[config.mk]
export PLATFORM = sky130hd
export DESIGN_NAME = param_counter
export DESIGN_NICKNAME = d
export VERILOG_FILES = /design/src/rtl/param_counter.sv
export SDC_FILE = /design/constraint.sdc
export NUM_CORES = 1
export LEC_CHECK = 0
export ABC_AREA = 1
export BUFFER_PORTS_ARGS = -buffer_cell sky130_fd_sc_hd__buf_2
export CAP_MARGIN = 5
export CORE_MARGIN = 2
export CORE_UTILIZATION = 61
export DETAILED_ROUTE_END_ITERATION = 10
export PLACE_DENSITY = 0.83
export SLEW_MARGIN = 20
export SYNTH_ARGS = -nofsm -noshare
export SYNTH_HDL_FRONTEND = slang
export SYNTH_SLANG_ARGS = --single-unit
[constraint.sdc]
create_clock -name clk -period 3.95 [get_ports clk]
set_input_delay 1.185 -clock clk [delete_from_list [all_inputs] [get_ports clk]]
set_output_delay 1.185 -clock clk [all_outputs]
set_load 0.1 [all_outputs]
[src/rtl/param_counter.sv]
// Parametrised up/down modulo counter with prescaler, wrap/saturate mode,
// registered terminal-count pulse and sticky overflow flag.
module param_counter #(
    parameter int unsigned     WIDTH    = 4,
    parameter longint unsigned MODULUS  = 16,
    parameter bit              SATURATE = 1'b0,
    parameter int unsigned     PRESCALE = 1
) (
    input  logic             clk,
    input  logic             rst,
    input  logic             en,
    input  logic             up,
    input  logic             clear,
    input  logic             load,
    input  logic [WIDTH-1:0] load_val,
    input  logic             ovf_clr,
    output logic [WIDTH-1:0] cnt,
    output logic             tc,
    output logic             ovf
);

    localparam logic [WIDTH-1:0] MAX      = WIDTH'(MODULUS - 64'd1);
    localparam logic [15:0]      PRE_LAST = 16'(PRESCALE - 1);

    logic [15:0]      pre;
    logic             step;
    logic             at_max;
    logic             at_zero;
    logic             boundary;
    logic [WIDTH-1:0] cnt_step;
    logic [WIDTH-1:0] load_clamped;

    always_comb begin
        step     = en && (pre == PRE_LAST);
        at_max   = (cnt == MAX);
        at_zero  = (cnt == '0);
        // Boundary only counts when the step is not pre-empted by clear/load.
        boundary = step && !clear && !load && (up ? at_max : at_zero);

        cnt_step = cnt;
        if (up) begin
            if (!at_max)
                cnt_step = cnt + WIDTH'(1);
            else if (!SATURATE)
                cnt_step = '0;
        end else begin
            if (!at_zero)
                cnt_step = cnt - WIDTH'(1);
            else if (!SATURATE)
                cnt_step = MAX;
        end

        load_clamped = (load_val > MAX) ? MAX : load_val;
    end

    always_ff @(posedge clk) begin
        if (rst) begin
            cnt <= '0;
            pre <= '0;
            tc  <= 1'b0;
            ovf <= 1'b0;
        end else begin
            // Set beats clear when both land in the same cycle.
            if (boundary)
                ovf <= 1'b1;
            else if (ovf_clr)
                ovf <= 1'b0;

            if (clear) begin
                cnt <= '0;
                pre <= '0;
                tc  <= 1'b0;
            end else if (load) begin
                cnt <= load_clamped;
                pre <= '0;
                tc  <= 1'b0;
            end else if (en) begin
                if (step) begin
                    cnt <= cnt_step;
                    pre <= '0;
                    tc  <= boundary;
                end else begin
                    pre <= pre + 16'd1;
                    tc  <= 1'b0;
                end
            end else begin
                tc <= 1'b0;
            end
        end
    end

endmodule

# After elaboration in Yosys (flattened, before gate mapping)
# Cells that the tools add are included.
# totals
reg_bits	22
elab_cells	37
# classes
add_sub_neg	3
n_lt_le_gt_ge	1
eq_ne	1
muxes	11
bitwise_logic	2
reduce_logical	15
# op_table
cell	count
2-to-1 mux 4 bit	7
adder 16 x 1 -> 16 bit (second input constant)	1
logical NOT 16 bit	1
2-to-1 mux 16 bit	1
nonzero test 2 bit	3
OR reduction 5 bit	1
adder 4 x 1 -> 4 bit (second input constant)	1
equality test 4 bit (second input constant)	1
greater-than comparator 4 bit (second input constant)	1
logical AND 1 bit	4
logical NOT 4 bit	1
subtractor 4 x 1 -> 4 bit (second input constant)	1
2-to-1 mux 1 bit	3
OR reduction 3 bit	1
logical NOT 1 bit	2
NOT 1 bit	2
AND reduction 2 bit	1
OR reduction 2 bit	1

# Longest topological paths before layout
# Gate-level depths: netlist (run 1).
# depth
depth_word	6
ltp_mapped	11
ltp_nobuf	11

# Least setup slack after synthesis (run 1)
# OpenSTA, ideal clock, no wires.
# synth_path
kind	register to output
start	reg cnt[3]
end	out cnt[3]
arrival_ns	1.019
required_ns	2.765
slack_ns	1.746
path_stages_with_launch	1
path_buffers	0
cell_sequence	dfxtp_1
# synth_rtl
item	line	source
from (decl)	17	output logic [WIDTH-1:0] cnt,
from (signal assigned)	74	cnt <= load_clamped;
from (signal assigned)	79	cnt <= cnt_step;
# No word-level cell between the ends.

# Worst setup path after layout (run 1)
# layout_path
start	reg cnt[2]
end	out cnt[2]
# No word-level cell between the ends.

==> flow_summary_export.csv, run 1 <==
group,metric,value,unit
power,irDropWorstVdd,0.175,mV
power,power.total,393,uW
clocking,clock_insertion_delay_worst_skew,300,ps
synth,synth_area,0.00135,sq mm
clocking,clock_tree.htree_level_count,1,
clocking,cts_buffers,3,
detailed_routing,drtIter0Drc,26,
synth,number_of_enable_flip_flop_cells_after_synthesis,0,
floorplanning,core_region_area,0.00215,sq mm
placed_design,placed_cells,250,
placed_design,postPlaceCellArea,0.00145,sq mm
detailed_routing,drc,0,
cells_and_area,fillers,184,
power,static-leakage-power,0.664,nW
critical_path,timing.critical_path.max_delay_family,"flip-flops",
cells_and_area,final_net_count,242,
clocking,post-cts-setup-buffer-count,0,
timing,period_share,63.0,%
timing,worst_slew_pin_slew,486,ps
global_route,first_global_vias,1214,
worst_hold_path,hp-class,"flop to flop",
critical_path,path_cells,"buf_2",
clocking,clock-sinks,22,
synth,synth_async_sr_flop_share,0,%
cells_and_area,final_design_area_no_fill,0.00147,sq mm
clocking,clock_tree_from_tritoncts,"built",
detailed_routing,viasPerCell,5.10,
synth,largest_area_contributor_in_the_synthesized_netlist,"dfxtp_1",
global_route,grt_antenna_before_repair,0,
synth,ys_warn_count,0,
floorplanning,initial_core_util,62.8,%
critical_path,element_type_at_the_critical_path_end,"primary output",
synth,synth_seq_cells,22,
synth,synth_top_area_share,32.7,%
timing,fin_skew,11.0,ps
timing,setup-violations-final,0,
synth,yosysUniqueCellTypes,27,
run_status,status,"finished clean",
global_route,wire_length_of_the_first_global_routing_pass,4.86,mm
placed_design,port_buffers,16,
global_route,grt_start_max_net_pins,12,
synth,sequential_cell_area_fraction_in_the_yosys_report,32.7,%
detailed_routing,route.vias.total,1290,
detailed_routing,drt_wl_cell,11.0,microns
synth,syn_area_per_cell,6.48,sq um
timing,rsz_0062_raised_after_global_routing,"no",
critical_path,data_arrival_time_of_the_worst_path,1300,ps
detailed_routing,drt_wl_total,2.78,mm
synth,postSynthCellCount,208,
global_route,grt.met3_usage,3.80,%
detailed_routing,drt_first_pass_iters,4,
global_route,grt_most_used_layer,"met2",
synth,synth_nets,223,
floorplanning,floorplan.die.width,51.0,microns
placed_design,hpwl,2.19,mm
cells_and_area,postLayoutCoreUtil,68.6,%
timing,fmax,0.402,GHz
critical_path,largest_driver_fanout_on_the_critical_path,9,
critical_path,required,2760,ps
cells_and_area,finalNonFillerCells,253,
timing,final-max-slew-violation-count,0,
clocking,cts_max_path_buffers,2,
global_route,groute.layer.met1.usage,31.0,%
global_route,groute.usage.overall,24.6,%
cells_and_area,drive_gt1_share,16.9,%
floorplanning,top_level_ports,17,
cells_and_area,number_of_antenna_diodes,0,
critical_path,cpPeakStageDelay,520,ps
floorplanning,fp.dieH,51.0,microns
placed_design,globalplace.congestion,0.896,
timing,period_minus_slack,2490,ps
global_route,global_route.overflow_total,0,
detailed_routing,final_antenna_net_count,0,
critical_path,cp-start-kind,"flop",
timing,slew_hr,67.8,%
timing,totalNegativeSetupSlack,0,ps
power,p_per_area,267,mW/mm^2
critical_path,criticalPathCategory,"flop to primary output",
floorplanning,die_area,0.00260,sq mm
critical_path,worstPathBufferInverterCount,1,
synth,dominantRegCellSynth,"dfxtp_1",
synth,yosys-top-cells-area,"dfxtp_1 (33%), nand2_1 (15%), nor2_1 (10%)",
critical_path,timing.critical_path.slowest_stage_cell,"dfxtp_1",
clocking,number_of_instances_resized_during_post_cts_repair,0,
run,cap_violations,0,
global_route,groute.layer.met2.usage,42.4,%
synth,post-synth-top-count-cell,"nand2_1",
clocking,cts.root.buffer_cell,"clkbuf_4",
floorplanning,row_count,17,
clocking,clock_slew_at_reported_path_ffs,110,ps
cells_and_area,synthToLayoutAreaGrowth,9.28,%
synth,synth_commonest_cells,"nand2_1 (55), nor2_1 (37), inv_1 (23), dfxtp_1 (22), nand3_1 (19)",
clocking,postCtsHoldBufs,0,
timing,timing_hold_violations_final,0,
-- metrics by stage --
| step | worst slack, ps | hold WS [ps] |
|---|---|---|
| 3_5_place_dp | 1720 | 453 |
| 4_1_cts | 1450 | 470 |
| 6_report | 1460 | 468 |
| 3_3_place_gp | 1770 | 447 |
| 5_1_grt | 1410 | 498 |
| 2_1_floorplan | 1750 | 473 |
-- cells in the final DEF (no fill, tap or decap), types with 2 or more instances in the layout --
cell type   n
a21oi_1     6
nand3_1    19
nor2_2      5
nand2_4     2
nand2_2     4
nand4_1     7
nand2_1    55
inv_1      23
buf_2      16
xnor2_1     2
or2_2       2
ha_1        4
xor2_1      4
dfxtp_1    22
nor2_1     37
clkbuf_4    3
inv_2       2
nor3_1      3
-- metal layers --
layer | vias up | wire length, microns
met5 | - | 0
met4 | 0 | 21
met3 | 4 | 87
met2 | 26 | 1300
met1 | 569 | 1370
li1 | 691 | -
-- flip-flops by register name, indices dropped and copies added, names as in the netlist --
register / cells
pre: 16
tc: 1
cnt: 4
ovf: 1
-- logic make-up (layout without fill, tap and decap cells) --
family	after synthesis	after routing	synth area share [%]
AND/OR/NAND/NOR	138	138	47.1
XOR/XNOR	6	6	3.90
flip-flops	22	22	32.7
AO/OA/AOI/OAI	10	10	4.45
buffers and inverters	28	45	8.16
adder cells (fa/ha/maj)	4	4	3.71
-- layout make-up --
| cell class | count | area [sq um] | area share (%) |
|---|---|---|---|
| Multi-Input combinational cell | 158 | 798 | 54.2 |
| Tap cell | 28 | 35.0 | 2.38 |
| Sequential cell | 22 | 440 | 29.9 |
| Clock buffer | 3 | 22.5 | 1.53 |
| Inverter | 26 | 97.6 | 6.62 |
| Timing Repair Buffer | 16 | 80.1 | 5.43 |
-- worst paths after layout --
path / start / to / slack (ps) / depth (start not counted)
worst min-delay path: ovf / ovf / 470 / 2
worst max register to register: pre[0] / cnt[3] / 2470 / 11
worst min register to register: ovf / ovf / 470 / 2
worst max-delay path: cnt[2] / cnt[2] / 1460 / 1
-- where the power goes --
group | internal [mW] | switching [mW] | leakage [nW]
clock network | 0.0355 | 0.0645 | 0.0138
logic | 0.0178 | 0.0459 | 0.473
registers | 0.225 | 0.00482 | 0.178
total | 0.278 | 0.115 | 0.664
Power figures use the tool's default switching activity.
==> run 2: changes to the inputs <==
- CORE_UTILIZATION: 61 -> 51
- PLACE_DENSITY: 0.83 -> 0.74
- clock period: 3.95 -> 2.1 ns (I/O delays scaled with it)
==> run 2 against run 1 <==
Effect of this change:
- final area increased by 1.2%
- register-to-register slack worse by 1800 ps
- critical path depth is the same
- first-iteration DRC count grew 50%
- total power increased by 88%
- core utilization is 8.9 points lower
- die area up 18%
- global-route usage down 6.1 points
- combinational power grew 95%
- worst setup slack worse by 1200 ps
==> flow_summary_export.csv, run 2 (same netlist as run 1, synthesis figures left out) <==
group,metric,value,unit
critical_path,worst_flop_to_flop_path_endpoint,"pre[4]",
critical_path,timing.reg2reg.worst_path_depth,11,
global_route,first_global_vias,1153,
detailed_routing,final_antenna_net_count,0,
detailed_routing,route.vias.total,1276,
timing,fmax,0.531,GHz
placed_design,globalplace.congestion,0.863,
detailed_routing,viasPerCell,4.96,
critical_path,timing.critical_path.max_delay_family,"flip-flops",
cells_and_area,layout_top_registers,"pre x16, cnt x4",
cells_and_area,largest_reg_flops,16,
cells_and_area,number_of_antenna_diodes,0,
critical_path,flop2flop_setup_slack,640,ps
global_route,grt_antenna_before_repair,0,
critical_path,cpPeakStageDelay,480,ps
timing,fin_skew,1.40,ps
critical_path,criticalPathCategory,"flop to primary output",
critical_path,cp-start-kind,"flop",
worst_hold_path,hold_end,"ovf",
detailed_routing,drt_wl_cell,10.4,microns
floorplanning,initial_core_util,54.0,%
timing,worst_slew_pin_slew,487,ps
cells_and_area,final_net_count,244,
clocking,post-cts-setup-buffer-count,0,
floorplanning,core_region_area,0.00250,sq mm
clocking,cts.root.buffer_cell,"clkbuf_4",
placed_design,postPlaceCellArea,0.00147,sq mm
cells_and_area,regMostFlops,"pre",
clocking,cts_buffers,3,
global_route,groute.usage.overall,18.5,%
clocking,clock_tree.htree_level_count,1,
floorplanning,floorplan.die.width,55.4,microns
power,power.total,739,uW
critical_path,worstPathBufferInverterCount,1,
floorplanning,die_area,0.00307,sq mm
critical_path,r2r-start,"pre[0]",
clocking,clock-sinks,22,
cells_and_area,postLayoutCoreUtil,59.7,%
cells_and_area,final_design_area_no_fill,0.00149,sq mm
cells_and_area,fillers,249,
worst_hold_path,hold_path_startpoint,"ovf",
critical_path,data_arrival_time_of_the_worst_path,1250,ps
power,irDropWorstVdd,0.315,mV
clocking,postCtsHoldBufs,0,
clocking,clock_slew_at_reported_path_ffs,120,ps
timing,slew_hr,67.7,%
placed_design,placed_cells,254,
timing,period_share,89.6,%
timing,setup-violations-final,0,
detailed_routing,drc,0,
cells_and_area,finalNonFillerCells,257,
run_status,status,"finished clean",
timing,totalNegativeSetupSlack,0,ps
cells_and_area,layout_commonest_cell,"nand2_1",
cells_and_area,synthToLayoutAreaGrowth,10.6,%
cells_and_area,multi_input_comb_area,798,sq um
placed_design,hpwl,2.08,mm
critical_path,path_cells,"buf_2",
clocking,clock_insertion_delay_worst_skew,300,ps
critical_path,element_type_at_the_critical_path_end,"primary output",
detailed_routing,drtIter0Drc,39,
run,cap_violations,0,
cells_and_area,seq_area,440,sq um
critical_path,largest_driver_fanout_on_the_critical_path,7,
clocking,cts_max_path_buffers,2,
cells_and_area,drive_gt1_share,17.6,%
timing,rsz_0062_raised_after_global_routing,"no",
critical_path,timing.critical_path.slowest_stage_cell,"dfxtp_1",
timing,timing_hold_violations_final,0,
critical_path,required,1470,ps
global_route,global_route.overflow_total,0,
placed_design,port_buffers,16,
clocking,clock_tree_from_tritoncts,"built",
floorplanning,fp.dieH,55.4,microns
worst_hold_path,whs_path_depth,2,
floorplanning,row_count,18,
timing,final-max-slew-violation-count,0,
floorplanning,top_level_ports,17,
global_route,grt_start_max_net_pins,12,
timing,period_minus_slack,1880,ps
detailed_routing,drt_first_pass_iters,4,
clocking,number_of_instances_resized_during_post_cts_repair,0,
cells_and_area,layout.cells.most_common_list,"nand2_1 (55), nor2_1 (37), inv_1 (23), dfxtp_1 (22), nand3_1 (19)",
power,p_per_area,496,mW/mm^2
power,static-leakage-power,0.675,nW
detailed_routing,drt_wl_total,2.68,mm
worst_hold_path,hp-class,"flop to flop",
global_route,wire_length_of_the_first_global_routing_pass,4.73,mm
run 2: per-stage QoR:
stage                     worst slack, ps  hold slack (ps)
after floorplan                       152              473
after global placement                422              450
after detailed placement              424              460
after CTS                             205              480
after global routing                  129              489
final                                 218              476
run 2: per-layer routing:
layer / track usage, % / vias up / wire, microns
met4: 5.23 / 0 / 10
met1: 23.2 / 562 / 1270
met3: 2.11 / 2 / 81
li1: - / 692 / -
met5: 0 / - / 0
met2: 33.3 / 20 / 1320
run 2: layout make-up:
type / count / share of cell area, %
clock buffer: 3 / 1.51
inverter: 26 / 6.54
multi-input combinational: 158 / 53.5
sequential: 22 / 29.5
tap: 30 / 2.52
timing repair buffer: 18 / 6.38
run 2: report_power, final:
group	switching, mW	leakage [nW]	internal, mW
logic	0.0882	0.484	0.0359
clock network	0.121	0.0138	0.0667
registers	0.00574	0.178	0.422
total	0.215	0.675	0.525
run 2: how the worst max path moves through the flow:
| stage | start | endpoint | slack [ps] | cells past startpoint |
|---|---|---|---|---|
| 6_report | cnt[0] | cnt[0] | 220 | 1 |
| 5_1_grt | cnt[0] | cnt[0] | 130 | 1 |
| 4_1_cts | cnt[0] | cnt[0] | 200 | 1 |
| 3_5_place_dp | en | cnt[0] | 420 | 10 |
| 3_3_place_gp | en | cnt[3] | 420 | 10 |
| 2_1_floorplan | cnt[0] | cnt[2] | 150 | 9 |
==> run 3: changes to the inputs <==
- RECOVER_POWER: default -> 100
==> run 3 against run 2 <==
Effect of this change:
- die area did not move
- via count increased by 0.31%
- clock skew grew 0.62 ps
- largest power group unchanged
- combinational power is 6% lower
- highest routed layer unchanged
- total power shrank 1.0%
- count of clock-buffer cells in the layout is the same
==> flow_summary_export.csv, run 3 (same netlist as run 1, synthesis figures left out) <==
group,metric,value,unit
critical_path,timing.reg2reg.worst_path_depth,11,
placed_design,place_ws,424,ps
timing,setup-violations-final,0,
floorplanning,row_count,18,
detailed_routing,viasPerCell,4.98,
timing,slew_hr,64.1,%
timing,worst_case_setup_margin_in_the_final_layout,188,ps
clocking,number_of_instances_resized_during_post_cts_repair,0,
cells_and_area,postLayoutCoreUtil,58.2,%
floorplanning,die_area,0.00307,sq mm
critical_path,required,1470,ps
clocking,cts.root.buffer_cell,"clkbuf_4",
power,p_per_area,503,mW/mm^2
critical_path,largest_driver_fanout_on_the_critical_path,7,
cells_and_area,number_of_antenna_diodes,0,
floorplanning,fp.dieH,55.4,microns
critical_path,element_type_at_the_critical_path_end,"primary output",
clocking,cts_buffers,3,
cells_and_area,layout.cells.most_common_list,"nand2_1 (58), nor2_1 (38), inv_1 (23), dfxtp_1 (22), nand3_1 (19)",
timing,fmax,0.523,GHz
detailed_routing,route.vias.total,1280,
critical_path,timing.critical_path.max_delay_family,"buffers and inverters",
power,irDropWorstVdd,0.316,mV
detailed_routing,final_antenna_net_count,0,
cells_and_area,final_design_area_no_fill,0.00145,sq mm
detailed_routing,drc,0,
placed_design,port_buffers,16,
global_route,wire_length_of_the_first_global_routing_pass,4.73,mm
critical_path,criticalPathCategory,"flop to primary output",
cells_and_area,layout_top_registers,"pre x16, cnt x4",
floorplanning,core_region_area,0.00250,sq mm
power,power_switching_share,28.6,%
critical_path,cpPeakStageDelay,510,ps
clocking,clock_tree.htree_level_count,1,
worst_hold_path,whs_path_depth,2,
critical_path,cp-start-kind,"flop",
run_status,status,"finished clean",
global_route,grt_antenna_before_repair,0,
placed_design,globalplace.congestion,0.863,
detailed_routing,drt_first_pass_iters,4,
critical_path,data_arrival_time_of_the_worst_path,1280,ps
power,p_int,522,uW
power,switchingPower,209,uW
clocking,postCtsHoldBufs,0,
timing,final.hold.worst_slack,477,ps
clocking,cts_max_path_buffers,2,
power,power.share.clock,25.6,%
critical_path,path_cells,"clkbuf_2",
cells_and_area,drive_gt1_share,15.4,%
timing,totalNegativeSetupSlack,0,ps
cells_and_area,finalNonFillerCells,257,
power,p_comb_share,15.9,%
floorplanning,floorplan.die.width,55.4,microns
cells_and_area,final_net_count,244,
clocking,clock_slew_at_reported_path_ffs,120,ps
power,power.sequential.fraction,58.5,%
run,cap_violations,0,
detailed_routing,drtIter0Drc,36,
clocking,clock_insertion_delay_worst_skew,300,ps
timing,rsz_0062_raised_after_global_routing,"no",
clocking,clock-sinks,22,
global_route,first_global_vias,1153,
timing,timing_hold_violations_final,0,
timing,fin_skew,2.02,ps
global_route,groute.usage.overall,18.5,%
placed_design,hpwl,2.08,mm
worst_hold_path,hp-class,"flop to flop",
detailed_routing,drt_wl_total,2.67,mm
global_route,global_route.overflow_total,0,
timing,final-max-slew-violation-count,0,
detailed_routing,drt_wl_cell,10.4,microns
critical_path,worstPathBufferInverterCount,1,
cells_and_area,synthToLayoutAreaGrowth,7.79,%
cells_and_area,regMostFlops,"pre",
timing,period_minus_slack,1910,ps
critical_path,cp_num_cells,1,
placed_design,placed_cells,254,
cells_and_area,largest_reg_flops,16,
floorplanning,top_level_ports,17,
clocking,post-cts-setup-buffer-count,0,
timing,worst_slew_pin_slew,540,ps
cells_and_area,fillers,256,
timing,period_share,91.0,%
clocking,clock_tree_from_tritoncts,"built",
power,power.total,732,uW
global_route,grt_start_max_net_pins,12,
power,static-leakage-power,0.646,nW
cells_and_area,layout_commonest_cell,"nand2_1",
critical_path,timing.critical_path.slowest_stage_cell,"clkbuf_2",
floorplanning,initial_core_util,54.0,%
placed_design,postPlaceCellArea,0.00147,sq mm
==> run 3: power groups by stage <==
stage	Sequential [mW]	Combinational (mW)	Clock, mW
4_1_cts	0.428	0.125	0.200
2_1_floorplan	0.471	0.0610	0
5_1_grt	0.429	0.128	0.216
3_3_place_gp	0.437	0.124	0
6_report	0.428	0.116	0.187
3_5_place_dp	0.438	0.124	0
==> run 3: final cells by class <==
class / instances / area [sq um] / share of cell area, %
multi-input cells: 158 / 761 / 52.3
flip-flops and latches: 22 / 440 / 30.3
inverters: 26 / 97.6 / 6.71
repair buffers: 18 / 95.1 / 6.54
well taps: 30 / 37.5 / 2.58
clock buffers: 3 / 22.5 / 1.55
==> run 3: path summary, 6_finish.rpt <==
check          from  endpoint  slack, ps
max          cnt[0]    cnt[0]        190
min             ovf       ovf        480
max reg2reg  pre[0]    pre[4]        260
min reg2reg     ovf       ovf        480
==> run 3: per-layer routing <==
layer	track usage (%)	vias to the layer above	wire (microns)
met5	0	-	0
met4	5.23	0	10
met3	2.11	2	71
met2	33.3	20	1320
met1	23.2	564	1270
li1	-	694	-
